<file path="config.mk">
export PLATFORM = sky130hd
export DESIGN_NAME = serial_add_ctrl
export DESIGN_NICKNAME = d
export VERILOG_FILES = /design/src/rtl/serial_add_ctrl.sv
export SDC_FILE = /design/constraint.sdc
export NUM_CORES = 1
export LEC_CHECK = 0
export ABC_AREA = 1
export CAP_MARGIN = 20
export CORE_MARGIN = 2
export CORE_UTILIZATION = 46
export CTS_CLUSTER_DIAMETER = 80
export DETAILED_ROUTE_END_ITERATION = 8
export HOLD_SLACK_MARGIN = 0.12
export PLACE_DENSITY = 0.71
export SETUP_SLACK_MARGIN = 0.4
export SLEW_MARGIN = 20
export SYNTH_ARGS = -nofsm -noshare
export SYNTH_HDL_FRONTEND = slang
export SYNTH_SLANG_ARGS = --single-unit
</file>
<file path="constraint.sdc">
create_clock -name clk -period 1.3 [get_ports clk]
set_input_delay 0.26 -clock clk [delete_from_list [all_inputs] [get_ports clk]]
set_output_delay 0.26 -clock clk [all_outputs]
set_load 0.01 [all_outputs]
</file>
<file path="src/rtl/serial_add_ctrl.sv">
// Bit-serial adder: LSB-first full adder with carry flip-flop, one result per WIDTH+2 cycles.
// Optional subtract mode enabled by defining SERIAL_ADD_SUB_EN.
module serial_add_ctrl #(
    parameter int WIDTH = 8
) (
    input  logic             clk,
    input  logic             rst,
    input  logic             start,
    input  logic [WIDTH-1:0] a_in,
    input  logic [WIDTH-1:0] b_in,
    input  logic             sub,
    output logic             busy,
    output logic             done,
    output logic [WIDTH-1:0] sum_out,
    output logic             carry_out
);

    localparam int CW = $clog2(WIDTH + 1);

    typedef enum logic [1:0] {IDLE, SHIFT, DONE} state_t;

    state_t           state, state_next;
    logic [WIDTH-1:0] a_sr, b_sr, res_sr;
    logic [CW-1:0]    cnt;
    logic             carry;
    logic             carry_preset;
    logic             b_bit, sum_bit, carry_next, last_bit;

`ifdef SERIAL_ADD_SUB_EN
    logic sub_r;

    // Subtraction is A + ~B + 1: invert B bits and seed the carry with one.
    assign b_bit        = b_sr[0] ^ sub_r;
    assign carry_preset = sub;

    always_ff @(posedge clk) begin
        if (rst)
            sub_r <= 1'b0;
        else if (state == IDLE && start)
            sub_r <= sub;
    end
`else
    logic unused_sub;

    assign unused_sub   = sub;
    assign b_bit        = b_sr[0];
    assign carry_preset = 1'b0;
`endif

    assign sum_bit    = a_sr[0] ^ b_bit ^ carry;
    assign carry_next = (a_sr[0] & b_bit) | (a_sr[0] & carry) | (b_bit & carry);
    assign last_bit   = (cnt == CW'(WIDTH - 1));

    assign busy = (state != IDLE);
    assign done = (state == DONE);

    always_ff @(posedge clk) begin
        if (rst)
            state <= IDLE;
        else
            state <= state_next;
    end

    always_comb begin
        state_next = state;
        case (state)
            IDLE:    if (start) state_next = SHIFT;
            SHIFT:   if (last_bit) state_next = DONE;
            DONE:    state_next = IDLE;
            default: state_next = IDLE;
        endcase
    end

    // Datapath; the final SHIFT edge also publishes the completed result.
    always_ff @(posedge clk) begin
        if (rst) begin
            a_sr      <= '0;
            b_sr      <= '0;
            res_sr    <= '0;
            cnt       <= '0;
            carry     <= 1'b0;
            sum_out   <= '0;
            carry_out <= 1'b0;
        end else begin
            case (state)
                IDLE: begin
                    if (start) begin
                        a_sr   <= a_in;
                        b_sr   <= b_in;
                        res_sr <= '0;
                        cnt    <= '0;
                        carry  <= carry_preset;
                    end
                end
                SHIFT: begin
                    a_sr   <= a_sr >> 1;
                    b_sr   <= b_sr >> 1;
                    res_sr <= {sum_bit, res_sr[WIDTH-1:1]};
                    carry  <= carry_next;
                    cnt    <= cnt + CW'(1);
                    if (last_bit) begin
                        sum_out   <= {sum_bit, res_sr[WIDTH-1:1]};
                        carry_out <= carry_next;
                    end
                end
                default: ;
            endcase
        end
    end

endmodule

</file>
# After elaboration in Yosys (flattened, before gate mapping)
# Index checks and enable logic that the tools add are counted.
# totals
mem_bits_rw,0
latchBits,0
elab_cells,40
in_bits,20
out_inout_bits,11
mem_count,0
reg_bits,40
rom_bits,0
# op_classes
n_bitwise,7
n_lt_le_gt_ge,0
addsub,1
n_mux,13
div_mod_pow,0
mul,0
shift,0
reduce_logical,6
n_eq_ne,5
# op_table
operator,count
$pmux 8 s2,3
$mux 8,3
$pmux 4 s2,1
$reduce_and 2->1,3
$add 4x1->4 const B,1
$eq 4x3->1 const B,1
$mux 2,2
$mux 4,1
$ne 2x2->1 const B,2
$pmux 2 s2,1
$reduce_bool 2->1,2
$and 1x1->1,3
$eq 2x1->1 const B,1
$eq 2x2->1 const B,1
$logic_not 2->1,1
$or 1x1->1,2
$pmux 1 s2,1
$xor 1x1->1,2
$mux 1,1

# Logic depth before layout (Yosys ltp)
# Gate-level depths: netlist of the first run.
# depth
ltp_word,4
ltp_mapped,7
mapped_depth_nobuf,7

# Least setup slack after synthesis of the first run
# No wires, ideal clock.
# synth_path
path_kind,register to register
from,register cnt[0]
to,register sum_out[1]
n_path_buf,0
arrival_time_ns,1.150
period_less_slack_ns,1.209
setup_time_ns,0.059
path_slack_ns,0.091
path_stages_with_launch,8
path_cell_list,dfxtp_1 -> ha_1 -> nand2_1 -> nor2_1 -> nand2_4 -> nor2_8 -> nand2_1 -> nand2_1
# synth_via
elab_chain_cells,2
# synth_lines
item,line_no,text
start: declaration,24,logic [CW-1:0] cnt;
start signal: assignment,100,cnt <= cnt + CW'(1);
$eq 4x3->1,52,assign last_bit = (cnt == CW'(WIDTH - 1));
$reduce_and 2->1 (no line),n/a,
end signal: assignment,102,"sum_out <= {sum_bit, res_sr[WIDTH-1:1]};"
end: declaration,14,"output logic [WIDTH-1:0] sum_out,"
# Every way passes these cells.
# A chain may end at the register's enable or synchronous reset.

# Worst setup path in the final report of the first run
# layout_path
from,register state[1]
to,register a_sr[0]
# layout_via
elab_chain_cells,3
# layout_lines
item,line_no,text
start: declaration,22,"state_t state, state_next;"
start signal: assignment,61,state <= state_next;
$eq 2x1->1 or $logic_not 2->1 (tied branches),85,case (state)
$reduce_bool 2->1 (no line) or $ne 2x2->1 (tied branches),n/a,
$reduce_and 2->1 (no line),n/a,
end signal: assignment,88,a_sr <= a_in;
end signal: assignment,96,a_sr <= a_sr >> 1;
end: declaration,23,"logic [WIDTH-1:0] a_sr, b_sr, res_sr;"
# Parallel ways exist; a longest one is shown, timed or not.

==> results.toml, run 1 <==
[drt]
drc = 0
viasPerCell = 5.57
wl_um = 6370
drt_first_iter_violations = 148
postRouteAntennaNets = 0
firstDrtPassIters = 4
post_drt_wl_per_cell_um = 18.3
vias = 1945

[sta]
min_period_ns = 1.32
fmax_mhz = 757
setup_viol = 4
slew_headroom = 0.813
worst_pin_slew_ns = 0.279
rsz0062_at_grt = "yes"
slew_violations = 0
finalHoldViolations = 0
period_share = 1.02
fin_skew_ns = 0.00938
final.setup.worst_slack_ns = -0.0203

[yosys]
synth_nets = 260
synth_compound_area_frac = 0.0491
synthSimpleGateAreaFrac = 0.396
yosysSeqAreaShare = 0.451
syn-cell-area_um2 = 1730
synthAdderAreaFrac = 0.0188
synth_top_family_by_area = "simple AND/OR/NAND/NOR gates"
synth.avg_cell_area_um2 = 7.28
synth.distinct_cells = 18
ys_warn_count = 0
netlist_instances = 238
synth-xor-area-share = 0
muxShareOfSynthArea = 0
ys_ff_latch = 39

[pwr]
power_density_nw_per_um2 = 869
total_power_mw = 2.65
p_leak_nw = 1.26
peakVddDrop_v = 0.000690

[final_layout]
fin_nets = 322
antennaDiodeCount = 0
final_core_util = 0.840
drive_gt1_frac = 0.488
area_delta_synth_final_pct = 76.1
fill_cells = 195

[place]
gp_congestion = 0.776
io_buffer_count = 29
hpwl_um = 2630
dp_slack_ns = -0.166

[global_route]
grt_max_degree = 18
grt_pass1_vias = 1659
grt_antenna_before_repair = 0
grt_pass1_wl_um = 7700
track_usage = 0.238
globalRouteOverflowTotal = 0

[floorplanning]
die_w_um = 65.4
die_area_um2 = 4270
ios = 31
rows = 22
core_region_area_um2 = 3630
fp.dieH_um = 65.4
start_util = 0.477

[status]
violations = "setup timing"
status = "finished, violations left"

[critical_path]
cp.arrival_ns = 1.50
startpoint_type = "register"
cp-end-kind = "register"
crit_type = "reg2reg"
crit_fanout = 8
crit_required_ns = 1.48

[clocking]
cts_root_buf = "clkbuf_8"
cts_htree_levels = 2
cts_tree = "done"
cts_buffers = 5
cts_hold_buf = 0
cts_sinks = 39
clkTransAtPathRegs_ns = 0.08
cts_buffer_depth = 2
clock_latency_ns = 0.29

[job]
cap_violations = 0

[worst_hold_path]
hold_class = "reg2reg"
## critical path, cell delays in order, from the launching register on
cell	delay, ns
dfxtp_4	0.36
buf_6	0.14
inv_6	0.07
buf_8	0.13
nand2_8	0.10
buf_12	0.17
nand3_4	0.07
nand3_2	0.06
nand2_1	0.07
inv_1	0.05
## state kept, by name, summed over array words and instances, names as in the netlist
register / flops
carry: 1
cnt: 4
sum_out: 8
b_sr: 8
a_sr: 8
state: 2
carry_out: 1
res_sr: 7
## power breakdown
part / switching (mW) / total (mW) / internal [mW]
logic: 0.286 / 0.546 / 0.260
clock network: 0.415 / 0.844 / 0.428
registers: 0.0346 / 1.26 / 1.23
## cell usage in the layout (no fill, tap or decap), drive strengths merged
cell type | Yosys | final
nand2 | 67 | 69
nand3 | 47 | 47
buf | 8 | 44
dfxtp | 39 | 39
nor2 | 35 | 36
inv | 20 | 20
clkdlybuf4s50 | 0 | 17
a21oi | 15 | 15
clkbuf | 3 | 8
o21ai | 2 | 2
fa | 1 | 1
ha | 1 | 1
clkinv | 0 | 1
dlygate4sd2 | 0 | 1
## cell families (layout without fill, tap and decap cells)
group / count (synthesis) / count (layout)
fa+ha+maj: 2 / 2
flops: 39 / 39
simple gates: 149 / 152
compound gates: 17 / 17
buf+inv: 31 / 91
## path summary, 6_finish.rpt
kind,startpoint,to,slack [ns],depth (start not counted)
worst max-delay path,state[1],a_sr[0],-0.02,9
worst min register to register,sum_out[7],sum_out[7],0.47,2
worst min-delay path,sum_out[7],sum_out[7],0.47,2
worst max register to register,state[1],a_sr[0],-0.02,9
## area by class of cell
type	instances	area [um^2]	share of cell area
timing repair buffer	63	749	0.246
tap	48	60.1	0.0197
sequential	39	808	0.265
inverter	20	85.1	0.0279
clock inverter	1	5.00	0.00164
clock buffer	7	86.3	0.0283
multi-input combinational	171	1260	0.412
## metrics by stage
step / setup TNS, ns / area [um^2] / std cells / hold WS [ns]
after floorplan: 0 / 1830 / 238 / 0.322
after global placement: -1.71 / 2220 / 319 / 0.447
after detailed placement: -2.18 / 2220 / 319 / 0.455
after CTS: 0 / 2620 / 341 / 0.462
after global routing: -0.562 / 3050 / 349 / 0.493
final: -0.0510 / 3050 / 349 / 0.471
## Yosys cell counts, drive strengths merged
| cell | count | area, um^2 |
|---|---|---|
| buf | 8 | 62.6 |
| ha | 1 | 12.5 |
| a21oi | 15 | 75.1 |
| inv | 20 | 75.1 |
| clkbuf | 3 | 11.3 |
| o21ai | 2 | 10.0 |
| nand3 | 47 | 235 |
| nand2 | 67 | 277 |
| dfxtp | 39 | 781 |
| fa | 1 | 20.0 |
| nor2 | 35 | 174 |
## routing by layer
layer  up-vias  wire length (um)  track usage
met3        23               325       0.0342
li1        894                 -            -
met2        90              3140        0.416
met4         0               240       0.0885
met5         -                 0            0
met1       938              2660        0.295
## what timing repair did
action	4_1_cts	5_1_grt
gates resized for setup	91	82
gates cloned	5	2
pin swaps	8	38
endpoints found under the setup margin	50	50
buffers inserted	9	6
hold endpoints to repair	0	0
No activity file was read; power rests on OpenSTA's default activity.
==> run 2, diff against run 1 <==
--- a/config.mk
+++ b/config.mk
@@ -6,7 +6,7 @@
 export NUM_CORES = 1
 export LEC_CHECK = 0
 export ABC_AREA = 1
-export CAP_MARGIN = 20
+export CAP_MARGIN = 40
 export CORE_MARGIN = 2
 export CORE_UTILIZATION = 46
 export CTS_CLUSTER_DIAMETER = 80
==> results of run 2 <==
Final layout, timing and power as in run 1 (identical DEF).
